--- config.mk ---
export PLATFORM = sky130hd
export DESIGN_NAME = mem_arbiter
export DESIGN_NICKNAME = d
export VERILOG_FILES = /design/src/rtl/mem_arb_pkg.sv /design/src/rtl/mem_arb_pick.sv /design/src/rtl/mem_arbiter.sv
export SDC_FILE = /design/constraint.sdc
export NUM_CORES = 1
export LEC_CHECK = 0
export ABC_AREA = 1
export BUFFER_PORTS_ARGS = -buffer_cell sky130_fd_sc_hd__buf_2
export CORE_MARGIN = 5
export CORE_UTILIZATION = 30
export CTS_BUF_LIST = sky130_fd_sc_hd__clkbuf_2 sky130_fd_sc_hd__clkbuf_4 sky130_fd_sc_hd__clkbuf_8
export DETAILED_ROUTE_END_ITERATION = 12
export GPL_TIMING_DRIVEN = 0
export PLACE_DENSITY = 0.63
export SLEW_MARGIN = 15
export SYNTH_ARGS = -nofsm -noshare
export SYNTH_HDL_FRONTEND = slang
export SYNTH_SLANG_ARGS = --single-unit
--- constraint.sdc ---
create_clock -name clk_in -period 5.02 [get_ports clk_in]
set_clock_uncertainty 0.2 [all_clocks]
set_input_delay 0.502 -clock clk_in [delete_from_list [all_inputs] [get_ports clk_in]]
set_output_delay 0.502 -clock clk_in [all_outputs]
set_load 0.01 [all_outputs]
--- src/rtl/mem_arb_pkg.sv ---
// Shared types and constants for the memory arbiter.
//   arb_state_t  : arbiter FSM states
//   WT_*         : controller work-type encodings (bit2 = unsigned, [1:0] = size)
//   extend_load  : sign/zero extension of raw controller read data
package mem_arb_pkg;

   typedef enum logic [1:0] {
      ST_IDLE    = 2'd0,
      ST_WAIT_IF = 2'd1,
      ST_WAIT_LS = 2'd2,
      ST_DRAIN   = 2'd3
   } arb_state_t;

   localparam logic [2:0] WT_B  = 3'b000;
   localparam logic [2:0] WT_H  = 3'b001;
   localparam logic [2:0] WT_W  = 3'b010;
   localparam logic [2:0] WT_BU = 3'b100;
   localparam logic [2:0] WT_HU = 3'b101;

   // The controller may leave stale bytes above the access size; only the
   // low byte/half is meaningful for sub-word loads.
   function automatic logic [31:0] extend_load(input logic [2:0] wt, input logic [31:0] d);
      logic [31:0] r;
      case (wt)
         WT_B:    r = {{24{d[7]}}, d[7:0]};
         WT_BU:   r = {24'h0, d[7:0]};
         WT_H:    r = {{16{d[15]}}, d[15:0]};
         WT_HU:   r = {16'h0, d[15:0]};
         default: r = d;
      endcase
      return r;
   endfunction

endpackage

--- src/rtl/mem_arb_pick.sv ---
// Combinational request eligibility and priority select.
// Ports:
//   issue_ok    : arbiter idle, controller free, enabled, out of reset
//   starve_hit  : LS has won STARVE_LIMIT times in a row while IF waited
//   if_req/if_done, ls_req/ls_is_write/ls_done, rob_clear : request status
//   grant_if, grant_ls : at most one high; issue this cycle
module mem_arb_pick
   import mem_arb_pkg::*;
(
   input  logic issue_ok,
   input  logic starve_hit,
   input  logic rob_clear,
   input  logic if_req,
   input  logic if_done,
   input  logic ls_req,
   input  logic ls_is_write,
   input  logic ls_done,
   output logic grant_if,
   output logic grant_ls
);

   logic if_elig;
   logic ls_elig;

   // A requester still holds req in the cycle its done pulses; masking it
   // there stops the same access being issued twice.
   assign if_elig = if_req && !if_done && !rob_clear;
   assign ls_elig = ls_req && !ls_done && (ls_is_write || !rob_clear);

   assign grant_if = issue_ok && if_elig && (!ls_elig || starve_hit);
   assign grant_ls = issue_ok && ls_elig && !(if_elig && starve_hit);

endmodule

--- src/rtl/mem_arbiter.sv ---
// Arbitrates instruction fetch (IF) and load/store buffer (LS) onto the
// single byte-serial memory controller, tracks completion and returns
// data/done to the owner. Speculative reads are dropped on rob_clear;
// stores are never cancelled.
// Ports:
//   clk_in, rst_in (async, active-low), rdy_in (global freeze), rob_clear
//   if_req/if_addr -> if_done/if_data
//   ls_req/ls_is_write/ls_addr/ls_wdata/ls_type -> ls_done/ls_data
//   mc_new_task/mc_is_write/mc_addr/mc_wdata/mc_type -> controller
//   mc_ready/mc_working/mc_rdata <- controller
// Optional: define MEM_ARB_PERF_EN to add perf_if_grants, perf_ls_grants,
// perf_stall_cycles (saturating 32-bit counters).
//
// state      | meaning
// -----------+-------------------------------------------------------
// ST_IDLE    | free; may issue a request combinationally this cycle
// ST_WAIT_IF | IF word read in flight
// ST_WAIT_LS | LS load or store in flight
// ST_DRAIN   | flushed read still running in controller; swallow result
module mem_arbiter
   import mem_arb_pkg::*;
#(
   parameter int STARVE_LIMIT = 4,
   parameter int CNT_W        = 3   // 2**CNT_W must exceed STARVE_LIMIT
)(
   input  logic        clk_in,
   input  logic        rst_in,
   input  logic        rdy_in,
   input  logic        rob_clear,
   input  logic        if_req,
   input  logic [31:0] if_addr,
   output logic        if_done,
   output logic [31:0] if_data,
   input  logic        ls_req,
   input  logic        ls_is_write,
   input  logic [31:0] ls_addr,
   input  logic [31:0] ls_wdata,
   input  logic [2:0]  ls_type,
   output logic        ls_done,
   output logic [31:0] ls_data,
   output logic        mc_new_task,
   output logic        mc_is_write,
   output logic [31:0] mc_addr,
   output logic [31:0] mc_wdata,
   output logic [2:0]  mc_type,
   input  logic        mc_ready,
   input  logic        mc_working,
   input  logic [31:0] mc_rdata
`ifdef MEM_ARB_PERF_EN
   ,
   output logic [31:0] perf_if_grants,
   output logic [31:0] perf_ls_grants,
   output logic [31:0] perf_stall_cycles
`endif
);

   localparam logic [CNT_W-1:0] LIMIT = CNT_W'(STARVE_LIMIT);

   arb_state_t       state_q, state_d;
   logic [CNT_W-1:0] starve_cnt;
   logic             cur_write_q;
   logic [2:0]       cur_type_q;
   logic             issue_ok, starve_hit;
   logic             grant_if, grant_ls;
   logic             if_done_d, ls_done_d;
   logic [31:0]      if_data_d, ls_data_d;

   // rst_in is included so nothing is issued while the controller is held
   // in the same reset.
   assign issue_ok   = rdy_in && rst_in && (state_q == ST_IDLE) && !mc_working;
   assign starve_hit = (starve_cnt == LIMIT);

   mem_arb_pick u_pick (
      .issue_ok    (issue_ok),
      .starve_hit  (starve_hit),
      .rob_clear   (rob_clear),
      .if_req      (if_req),
      .if_done     (if_done),
      .ls_req      (ls_req),
      .ls_is_write (ls_is_write),
      .ls_done     (ls_done),
      .grant_if    (grant_if),
      .grant_ls    (grant_ls)
   );

   always_comb begin
      mc_new_task = grant_if || grant_ls;
      mc_is_write = 1'b0;
      mc_addr     = '0;
      mc_wdata    = '0;
      mc_type     = '0;
      if (grant_if) begin
         mc_addr = if_addr;
         mc_type = WT_W;
      end else if (grant_ls) begin
         mc_is_write = ls_is_write;
         mc_addr     = ls_addr;
         mc_wdata    = ls_wdata;
         mc_type     = ls_type;
      end
   end

   always_comb begin
      state_d   = state_q;
      if_done_d = 1'b0;
      ls_done_d = 1'b0;
      if_data_d = if_data;
      ls_data_d = ls_data;
      case (state_q)
         ST_IDLE: begin
            if (grant_if)
               state_d = ST_WAIT_IF;
            else if (grant_ls)
               state_d = ST_WAIT_LS;
         end
         ST_WAIT_IF: begin
            // A flush in the same cycle as mc_ready drops the data.
            if (rob_clear) begin
               state_d = ST_DRAIN;
            end else if (mc_ready) begin
               if_data_d = mc_rdata;
               if_done_d = if_req;
               state_d   = ST_IDLE;
            end
         end
         ST_WAIT_LS: begin
            if (cur_write_q) begin
               if (!mc_working) begin
                  ls_done_d = ls_req;
                  state_d   = ST_IDLE;
               end
            end else if (rob_clear) begin
               state_d = ST_DRAIN;
            end else if (mc_ready) begin
               ls_data_d = extend_load(cur_type_q, mc_rdata);
               ls_done_d = ls_req;
               state_d   = ST_IDLE;
            end
         end
         ST_DRAIN: begin
            if (!mc_working)
               state_d = ST_IDLE;
         end
         default: state_d = ST_IDLE;
      endcase
   end

   always_ff @(posedge clk_in or negedge rst_in) begin
      if (!rst_in) begin
         state_q     <= ST_IDLE;
         if_done     <= 1'b0;
         ls_done     <= 1'b0;
         if_data     <= '0;
         ls_data     <= '0;
         cur_write_q <= 1'b0;
         cur_type_q  <= '0;
         starve_cnt  <= '0;
      end else if (rdy_in) begin
         state_q <= state_d;
         if_done <= if_done_d;
         ls_done <= ls_done_d;
         if_data <= if_data_d;
         ls_data <= ls_data_d;
         if (grant_ls) begin
            cur_write_q <= ls_is_write;
            cur_type_q  <= ls_type;
         end
         // Held at the limit so a store slipping past a flushed IF cannot
         // wrap it back below the threshold.
         if (grant_if || !if_req)
            starve_cnt <= '0;
         else if (grant_ls && !starve_hit)
            starve_cnt <= starve_cnt + CNT_W'(1);
      end
   end

`ifdef MEM_ARB_PERF_EN
   always_ff @(posedge clk_in or negedge rst_in) begin
      if (!rst_in) begin
         perf_if_grants    <= '0;
         perf_ls_grants    <= '0;
         perf_stall_cycles <= '0;
      end else if (rdy_in) begin
         if (grant_if && perf_if_grants != '1)
            perf_if_grants <= perf_if_grants + 32'd1;
         if (grant_ls && perf_ls_grants != '1)
            perf_ls_grants <= perf_ls_grants + 32'd1;
         if ((if_req || ls_req) && !mc_new_task && perf_stall_cycles != '1)
            perf_stall_cycles <= perf_stall_cycles + 32'd1;
      end
   end
`endif

endmodule

==> results.toml <==
[synth]
syn-instance-count = 558
synthMuxAreaShare_pct = 0
syn_area_per_cell_um2 = 7.122
ys_ff_latch = 75
synth_compound_area_share_pct = 10.01
synth-seq-area-share_pct = 47.23
synth_top_family_by_area = "simple AND/OR/NAND/NOR gates"
netlist_area_mm2 = 0.003974
synth_top_area_cell = "dfrtp_1"
yosys_warnings = 0
ys_types = 25
synthAdderAreaFrac_pct = 0.6297
synthXorXnorAreaFrac_pct = 0.2204
syn-num-nets = 700
synth_simple_gate_area_share_pct = 34.92
netlist.area_leader.share_pct = 47.23
synth_area_leaders = "dfrtp_1, nand2_1, nor2_1, o21ai_1, o21ai_0"

[detailed_routing]
drt_iter0_drc = 237
avgViaCountPerCell = 4.440
drt-pass1-iter-count = 4
route.detailed.drc = 0
wl_per_cell_um = 15.45
drt-total-wl_mm = 15.83
num_vias = 4551
final_antenna_net_count = 0

[timing]
whs_ps = 151.1
hold_violations = 0
setup_viol = 0
fmax_ghz = 0.2745
fin_crit_sh_pct = 72.56
period_minus_slack_ps = 3643
worstMarginPinSlew_ps = 547.7
rsz0062_at_grt = "false"
slew_headroom_pct = 63.49
fin_tns_setup_ps = 0
final_max_slew_viol_count = 0

[worst_setup_path]
end_kind = "primary output"
setup.worst_path.class = "primary input to primary output"
crit_fanout = 46
worst-path-buf-inv = 6
critPathLaunchType = "primary input"
slowest_stage = "dlygate4sd3_1"
crit_arrival_ps = 2940
required_ps = 4320
crit_family = "buffers and inverters"
slowest_delay_ps = 530
cp_cell_sequence = "dlygate4sd3_1 -> buf_4 -> buf_16 -> nand3_2 -> nor2_8 -> nand3_4 -> buf_2 -> buf_4 -> nor2_1 -> buf_2"

[global_route]
grt_pass1_wl_mm = 24.12
antenna_found_initial = 0
grt_pass1_vias = 4358
grt_max_degree = 47
grt_overflow = 0
gr-usage-all-layers_pct = 19.26

[power_and_ir_drop]
ir_drop_mv = 0.1331
p_switching_w = 0.0009069
power_density_mw_per_mm2 = 414.8
p_comb_share_pct = 37.2
clockPowerShare_pct = 22.4
p_leak_nw = 3.579
p_seq_share_pct = 40.4
p_sw_share_pct = 37.49
intPower_w = 0.001512

[final_layout]
drive_gt1_share_pct = 38.87
antenna_cells = 0
final_cell_mix = "buf_2, nand2_1, dfrtp_1"
fin_nets = 986
fillCellCount = 1429
layout_commonest_cell = "buf_2"
area.growth.synth_to_final_pct = 46.76

[cts]
hold_buffers = 1
clock-sinks = 75
clock_path_buffers = 2
cts_tree = "yes"
cts_root_buf = "clkbuf_8"
insertion_delay_ps = 350
cts.repair.resized = 0
cts.htree.levels = 3
cts_setup_buffers = 0
numCtsBuffers = 9
clk_pin_slew_ps = 90

[status]
status = "finished, final reports clean"

[place]
place_congestion = 0.8608
portBuffers = 273
dp.final_hpwl_mm = 12.99

[floorplanning]
boundaryPins = 275
start_util_pct = 30.25
fp.coreArea_mm2 = 0.01314
die_w_um = 125.1
die-area_mm2 = 0.01565
rows = 42
die_height_um = 125.1

[job]
maxCapViolCount = 0

[worst_hold_path]
hold_path.class = "primary input to register"
==> synth_stat cells <==
cell type	n
xnor2_1	1
inv_1	24
clkbuf_1	11
nor2_2	3
ha_1	2
inv_2	7
nand3_2	4
nor3_1	2
a21oi_1	17
nand3_4	1
nand4_1	1
nor2_4	1
buf_4	6
o21ai_0	20
dfrtp_1	75
nor3_2	1
buf_2	15
a31oi_1	8
nor2_8	1
nand3_1	10
o21ai_1	31
nand4_4	1
nor2_1	66
nand2_1	249
o21bai_1	1
==> path summary, 6_finish.rpt <==
check / start / endpoint / slack (ps) / depth (start not counted)
setup / recovery: rst_in / mc_wdata[28] / 1380 / 10
hold / removal: mc_rdata[28] / if_data[28] / 150 / 3
setup reg to reg: state_q[1] / if_data[22] / 3190 / 7
hold reg to reg: if_data[11] / if_data[11] / 270 / 2
max in group asynchronous: rst_in / starve_cnt[1] / 3610 / 3
min in group asynchronous: rst_in / if_data[29] / 420 / 2
==> metrics by stage <==
| stage | utilization [%] | instance area, um2 | setup slack, ps | total power [W] | instances |
|---|---|---|---|---|---|
| floorplan | - | 3974 | 2794 | 0.001463 | 558 |
| global placement | 42.32 | 5560 | 975.1 | 0.001877 | 1007 |
| detailed placement | 42.55 | 5590 | 1863 | 0.001900 | 1008 |
| CTS | 44.39 | 5832 | 1324 | 0.002452 | 1025 |
| global route | 44.39 | 5832 | 1133 | 0.002601 | 1025 |
| finish | 44.39 | 5832 | 1377 | 0.002419 | 1025 |
==> kinds of logic (layout without fill, tap and decap cells) <==
| logic type | count (synthesis) | after routing |
|---|---|---|
| AND/OR/NAND/NOR | 340 | 340 |
| AO/OA/AOI/OAI | 77 | 77 |
| flip-flops | 75 | 75 |
| buffers and inverters | 63 | 354 |
| adder cells (fa/ha/maj) | 2 | 2 |
| XOR/XNOR | 1 | 1 |
==> worst min-delay path, cell delays in order <==
cell and delay (ps):
buf_2 90, nand2_1 40, nand2_1 50
==> final cells by class <==
type | count | area [um2] | area share, %
clock buffers | 10 | 137.6 | 2.360
inverters | 31 | 116.4 | 1.995
well taps | 176 | 220.2 | 3.776
clock inverters | 6 | 93.84 | 1.609
flip-flops and latches | 75 | 1877 | 32.18
multi-input cells | 420 | 1819 | 31.19
repair buffers | 275 | 1406 | 24.12
plain buffers | 32 | 161.4 | 2.768
==> flip-flops by register name (all words and copies together), names as in the netlist <==
| register | flops |
|---|---|
| if_done | 1 |
| ls_done | 1 |
| ls_data | 32 |
| starve_cnt | 3 |
| if_data | 32 |
| cur_type_q | 3 |
| state_q | 2 |
| cur_write_q | 1 |
==> power by group through the flow <==
stage	Clock (W)	Sequential (W)	Combinational, W
finish	0.000542	0.000976	0.000901
global route	0.000581	0.00101	0.00101
CTS	0.000559	0.000977	0.000916
detailed placement	0	0.000986	0.000914
global placement	0	0.000982	0.000895
floorplan	0	0.00109	0.000377
==> metal layers <==
metal  track usage [%]  part of all wire (%)  vias to the layer above
met2             33.47                    50                      178
met3             4.179                   6.6                       18
met5                 0                     0                        -
li1                  -                     -                     2307
met4             7.334                   2.6                        0
met1             23.39                    41                     2048
Note: power is estimated with default switching activity, not from simulation.
